<file path="src/rtl/d2l_master_if.sv">
// D2L transmit bus: parallel word handshake on the host side, serial
// clock, chip select and the two data lines on the link side.
interface d2l_master_if #(
  parameter int DATA_WIDTH = 8
);
  logic [DATA_WIDTH-1:0] tx_data;
  logic                  tx_valid;
  logic                  tx_ready;
  logic                  busy;
  logic                  done;
  logic                  sclk;
  logic                  CS;
  logic                  OutLine0;
  logic                  OutLine1;

  modport master (
    input  tx_data,
    input  tx_valid,
    output tx_ready,
    output busy,
    output done,
    output sclk,
    output CS,
    output OutLine0,
    output OutLine1
  );

  modport slave (
    output tx_data,
    output tx_valid,
    input  tx_ready,
    input  busy,
    input  done,
    input  sclk,
    input  CS,
    input  OutLine0,
    input  OutLine1
  );
endinterface

</file>
<file path="src/rtl/d2l_master.sv">
// D2L transmitter: accepts a parallel word and shifts it out MSB first,
// two bits per sclk pulse, framed by one empty pulse before and after.
module d2l_master #(
  parameter int DATA_WIDTH = 8,
  parameter int CLK_DIV    = 2
) (
  input logic         clk,
  input logic         rst,
  d2l_master_if.master bus
);

  localparam int PULSES = DATA_WIDTH / 2 + 2;
  localparam int DIV_W  = (CLK_DIV > 1) ? $clog2(CLK_DIV) : 1;
  localparam int PC_W   = $clog2(PULSES);

  localparam logic [DIV_W-1:0] DIV_LAST     = DIV_W'(CLK_DIV - 1);
  localparam logic [PC_W-1:0]  PC_LAST      = PC_W'(PULSES - 1);
  localparam logic [PC_W-1:0]  PC_DATA_LAST = PC_W'(DATA_WIDTH / 2);

  typedef enum logic [1:0] {
    IDLE,
    START_TX,
    DATA_TX,
    END_TX
  } state_t;

  state_t                state_reg, state_next;
  logic [DATA_WIDTH-1:0] shift_reg, shift_next;
  logic [DIV_W-1:0]      div_cnt_reg, div_cnt_next;
  logic [PC_W-1:0]       pulse_cnt_reg, pulse_cnt_next;
  logic                  sclk_reg, sclk_next;
  logic                  cs_reg, cs_next;
  logic                  out1_reg, out1_next;
  logic                  out0_reg, out0_next;
  logic                  busy_reg, busy_next;
  logic                  done_reg, done_next;
  logic                  ready_reg, ready_next;
  logic                  tick;

  // One tick per sclk half-period; every tick is either an sclk edge or
  // the frame-end slot that follows the final fall.
  assign tick = (div_cnt_reg == DIV_LAST);

  always_ff @(posedge clk) begin
    if (rst) begin
      state_reg     <= IDLE;
      shift_reg     <= '0;
      div_cnt_reg   <= '0;
      pulse_cnt_reg <= '0;
      sclk_reg      <= 1'b0;
      cs_reg        <= 1'b1;
      out1_reg      <= 1'b0;
      out0_reg      <= 1'b0;
      busy_reg      <= 1'b0;
      done_reg      <= 1'b0;
      ready_reg     <= 1'b0;
    end else begin
      state_reg     <= state_next;
      shift_reg     <= shift_next;
      div_cnt_reg   <= div_cnt_next;
      pulse_cnt_reg <= pulse_cnt_next;
      sclk_reg      <= sclk_next;
      cs_reg        <= cs_next;
      out1_reg      <= out1_next;
      out0_reg      <= out0_next;
      busy_reg      <= busy_next;
      done_reg      <= done_next;
      ready_reg     <= ready_next;
    end
  end

  always_comb begin
    state_next     = state_reg;
    shift_next     = shift_reg;
    div_cnt_next   = div_cnt_reg;
    pulse_cnt_next = pulse_cnt_reg;
    sclk_next      = sclk_reg;
    cs_next        = cs_reg;
    out1_next      = out1_reg;
    out0_next      = out0_reg;
    busy_next      = busy_reg;
    done_next      = 1'b0;
    ready_next     = ready_reg;

    case (state_reg)
      IDLE: begin
        if (bus.tx_valid && ready_reg) begin
          shift_next     = bus.tx_data;
          cs_next        = 1'b0;
          busy_next      = 1'b1;
          ready_next     = 1'b0;
          div_cnt_next   = '0;
          pulse_cnt_next = '0;
          sclk_next      = 1'b0;
          state_next     = START_TX;
        end else begin
          ready_next = 1'b1;
        end
      end

      default: begin
        div_cnt_next = tick ? '0 : div_cnt_reg + DIV_W'(1);
        if (tick) begin
          if (sclk_reg) begin
            // Falling edge: the slave samples here, so lines are left alone.
            // The state advances to describe the pulse that rises next.
            sclk_next = 1'b0;
            if (pulse_cnt_reg == PC_LAST) begin
              pulse_cnt_next = '0;
            end else begin
              pulse_cnt_next = pulse_cnt_reg + PC_W'(1);
            end
            if (state_reg == START_TX) begin
              state_next = DATA_TX;
            end else if (state_reg == DATA_TX && pulse_cnt_reg == PC_DATA_LAST) begin
              state_next = END_TX;
            end
          end else if (state_reg == END_TX && pulse_cnt_reg == '0) begin
            // Pulse counter has wrapped after the trailing pulse: close the frame.
            state_next   = IDLE;
            cs_next      = 1'b1;
            out1_next    = 1'b0;
            out0_next    = 1'b0;
            busy_next    = 1'b0;
            done_next    = 1'b1;
            ready_next   = 1'b1;
            div_cnt_next = '0;
          end else begin
            sclk_next = 1'b1;
            if (state_reg == DATA_TX) begin
              out1_next  = shift_reg[DATA_WIDTH-1];
              out0_next  = shift_reg[DATA_WIDTH-2];
              shift_next = shift_reg << 2;
            end else begin
              out1_next = 1'b0;
              out0_next = 1'b0;
            end
          end
        end
      end
    endcase
  end

  assign bus.tx_ready = ready_reg;
  assign bus.busy     = busy_reg;
  assign bus.done     = done_reg;
  assign bus.sclk     = sclk_reg;
  assign bus.CS       = cs_reg;
  assign bus.OutLine1 = out1_reg;
  assign bus.OutLine0 = out0_reg;

endmodule

</file>
<file path="src/flat_wrapper.sv">
// flat-port wrapper written by rule: the top's interface ports become plain ports
module d2l_master_flat 
#(
  parameter int DATA_WIDTH = 8,
  parameter int CLK_DIV    = 2
)
  (clk, rst, bus_tx_data, bus_tx_valid, bus_tx_ready, bus_busy, bus_done, bus_sclk, bus_CS, bus_OutLine0, bus_OutLine1);
  d2l_master_if #(.DATA_WIDTH(DATA_WIDTH)) bus_i ();
  input logic clk;
  input logic rst;
  input wire logic [$bits(bus_i.tx_data)-1:0] bus_tx_data;
  input wire logic [$bits(bus_i.tx_valid)-1:0] bus_tx_valid;
  output wire logic [$bits(bus_i.tx_ready)-1:0] bus_tx_ready;
  output wire logic [$bits(bus_i.busy)-1:0] bus_busy;
  output wire logic [$bits(bus_i.done)-1:0] bus_done;
  output wire logic [$bits(bus_i.sclk)-1:0] bus_sclk;
  output wire logic [$bits(bus_i.CS)-1:0] bus_CS;
  output wire logic [$bits(bus_i.OutLine0)-1:0] bus_OutLine0;
  output wire logic [$bits(bus_i.OutLine1)-1:0] bus_OutLine1;
  assign bus_i.tx_data = bus_tx_data;
  assign bus_i.tx_valid = bus_tx_valid;
  assign bus_tx_ready = bus_i.tx_ready;
  assign bus_busy = bus_i.busy;
  assign bus_done = bus_i.done;
  assign bus_sclk = bus_i.sclk;
  assign bus_CS = bus_i.CS;
  assign bus_OutLine0 = bus_i.OutLine0;
  assign bus_OutLine1 = bus_i.OutLine1;
  d2l_master #(.DATA_WIDTH(DATA_WIDTH), .CLK_DIV(CLK_DIV)) u_core (.clk(clk), .rst(rst), .bus(bus_i));
endmodule
</file>
<file path="config.mk">
export PLATFORM = sky130hd
export DESIGN_NAME = d2l_master_flat
export DESIGN_NICKNAME = d
export VERILOG_FILES = /design/src/rtl/d2l_master_if.sv /design/src/rtl/d2l_master.sv /design/src/flat_wrapper.sv
export SDC_FILE = /design/constraint.sdc
export NUM_CORES = 1
export LEC_CHECK = 0
export BUFFER_PORTS_ARGS = -buffer_cell sky130_fd_sc_hd__clkbuf_2
export CORE_AREA = 3 3 69 71
export DETAILED_ROUTE_END_ITERATION = 10
export DIE_AREA = 0 0 72 74
export GPL_TIMING_DRIVEN = 0
export PLACE_DENSITY_LB_ADDON = 0.3
export SLEW_MARGIN = 20
export SYNTH_ARGS = -nofsm -noshare
export SYNTH_HDL_FRONTEND = slang
export SYNTH_SLANG_ARGS = --single-unit
</file>
<file path="constraint.sdc">
create_clock -name clk -period 1.9 [get_ports clk]
set_input_delay 0.285 -clock clk [delete_from_list [all_inputs] [get_ports clk]]
set_output_delay 0.285 -clock clk [all_outputs]
set_load 0.01 [all_outputs]
</file>
==> metrics <==
first-pass GRT wire length=between 3 and 4 mm; die area=between 5000 and 6000 sq um; most used routing layer=met2; number of buffers created by CTS=3; Bufs on Longest Clock Path=2; detailed placer's ending HPWL=roughly 1.7 mm; status=completed; # DRC=0; CP cell instances=nor2_1 > a211oi_1 > nor2_2 > mux2_4; Clock Skews=~0.0045 ns; Antenna Nets Post-Route=0; Nets=~150; Critical Path Source Type=flop; layout cells sized above 1=0.284; buffers added on ports=17; CP delay by family, top=simple AND/OR/NAND/NOR gates; clk_lat worst skew=0.26 ns; Hold Crit Class=in2reg; crit path max fanout=10; met3 usage=0.0189; synthesized cell area=1030 sq um; Top Ports=18; final cell count without fillers=around 190; synthesis warning total=0; Reg2Reg Setup Slack=about 0.18 ns; Required @ worst endpoint=roughly 2.1 ns; max incr delay on CP=0.58 ns; H-tree lvl count=1; post-cts resize count=0; largest net degree at the start of global routing=13; WL final=~2.3 mm; Mapped Cells=113; Core Region=4290 sq um; Cell variety after synth=32; Vias/cell=roughly 4.6; GRT Util Overall=0.0889; Sink Count=21; Clock transition at path regs=about 0.080 ns; Worst Tran Pin Value=~0.72 ns; RSZ-0062 raised after global routing=no; initial antenna violation count=0; drt initial violations=43; r2r startpoint=u_core.state_reg[1]; antenna cell count=0; CP arrival=between 1.5 and 2 ns; first-pass detailed-route iteration total=4; Final Setup Violations=0; Hold-fix buffers, CTS=0; P&R area growth vs syn=19.0%; Mean Syn Cell Area=between 9 and 10 sq um; Max Cap Viol=0; fin util=0.286; worst vdd ir=0.000256 V; root buffer cell=clkbuf_8; Starting Density=0.240; Final Slew Violations=0; TNS Setup=0 ns; most frequent cells in the layout=dfxtp_1 (21), nand2_1 (17), clkbuf_2 (17); Yosys reg bits=21; sequential share of the synthesized area=0.407; crit share post-route=0.907; Rel. slew slack=0.515; most common cell after layout, fill and taps aside=dfxtp_1; dpl cells=around 180; grt met1 use=0.105; CTS tree=built; # Post-CTS Setup Buffers=0; Pleak=around 0.00053 uW; post-route minimum period=~1.7 ns; grt ovf=0; routing usage on met2=0.151; Max Clk Rate=slightly below 600 MHz; GP Congestion=0.782; row count=24; Min Hold Slack=around 0.24 ns; max reg flops=8; pwr/cell area=roughly 800 nW/um^2; slowest CP cell=nor2_1; WL/cell=roughly 12 microns; Worst Setup SP=u_core.state_reg[1]; crit end category=flop; Die Y=approximately 74 microns; syn nets=between 100 and 150; number of global-route vias before repair=797; Hold Fails Final Rpt=0; # fillers=between 400 and 500; Die X=72 microns; worst path bufs/invs=0; via count=862; CP Class=reg2reg; worst min-delay path startpoint=bus_tx_data[1]
==> cells in the mapped netlist <==
cell type,n,share of area
nand2_1,17,0.062
nor4b_2,1,0.015
o21a_1,2,0.015
o22ai_1,1,0.0061
mux2_4,1,0.015
nand2b_1,3,0.018
o21ai_0,4,0.019
nor2_2,1,0.0061
a21oi_1,9,0.044
dfxtp_1,21,0.41
nor4b_1,1,0.0085
buf_2,3,0.015
and4bb_1,1,0.012
nor3_1,3,0.015
and4b_1,1,0.0097
buf_6,3,0.033
a211oi_1,1,0.0073
nor2_1,16,0.058
o22ai_2,1,0.012
mux2i_1,1,0.0097
nand4b_1,3,0.025
inv_1,2,0.0073
or2_1,1,0.0061
a21oi_4,1,0.016
a32oi_1,1,0.0085
o211a_1,1,0.0097
clkbuf_1,2,0.0073
o32ai_1,1,0.0085
nand3b_4,2,0.039
a311oi_2,4,0.058
a311oi_1,2,0.017
nor2b_1,2,0.012
==> worst paths after layout <==
| check | end | depth (start not counted) |
|---|---|---|
| setup / recovery | u_core.state_reg[0] | 4 |
| hold / removal | u_core.shift_reg[1] | 3 |
| setup reg to reg | u_core.state_reg[0] | 4 |
| hold reg to reg | u_core.bus.CS | 2 |
==> tightest hold or removal path, stage by stage <==
cell and delay, ns:
clkbuf_2 0.08, nand2_1 0.05, a21oi_1 0.05
==> metal layers <==
metal,vias to the layer above,share of wire,wire (microns)
met5,-,0,0
met4,0,0.023,53
met3,5,0.038,86
met2,16,0.48,1090
met1,396,0.46,1050
li1,445,-,-
==> power breakdown <==
group / internal, uW / total, uW / switching, uW
registers: 470 / 495 / 25.0
clock network: 146 / 292 / 146
logic: 79.7 / 183 / 104
total: 695 / 970 / 274
==> final cells by class <==
| cell class | count | area, sq um | area share |
|---|---|---|---|
| buffer | 8 | 56.3 | 0.0458 |
| clock inverter | 1 | 5.00 | 0.00407 |
| multi-input combinational | 82 | 548 | 0.446 |
| sequential | 21 | 420 | 0.342 |
| clock buffer | 3 | 41.3 | 0.0336 |
| inverter | 2 | 7.51 | 0.00611 |
| tap | 52 | 65.1 | 0.0530 |
| timing repair buffer | 17 | 85.1 | 0.0692 |
==> logic make-up (layout without fill, tap and decap cells) <==
| logic type | count (synthesis) | in the layout | synth area share |
|---|---|---|---|
| AND/OR/NAND/NOR | 52 | 52 | 0.286 |
| AO/OA/AOI/OAI | 28 | 28 | 0.221 |
| flip-flops | 21 | 21 | 0.407 |
| buffers and inverters | 10 | 31 | 0.0618 |
| multiplexers | 2 | 2 | 0.0242 |
==> stage by stage <==
| stage | instance area (sq um) | setup WS (ns) | power, uW |
|---|---|---|---|
| floorplan | 1030 | 0.482 | 636 |
| global placement | 1180 | 0.251 | 683 |
| detailed placement | 1180 | 0.192 | 690 |
| CTS | 1230 | 0.159 | 979 |
| global route | 1230 | 0.0477 | 1020 |
| finish | 1230 | 0.176 | 970 |
Power figures use the tool's default switching activity.
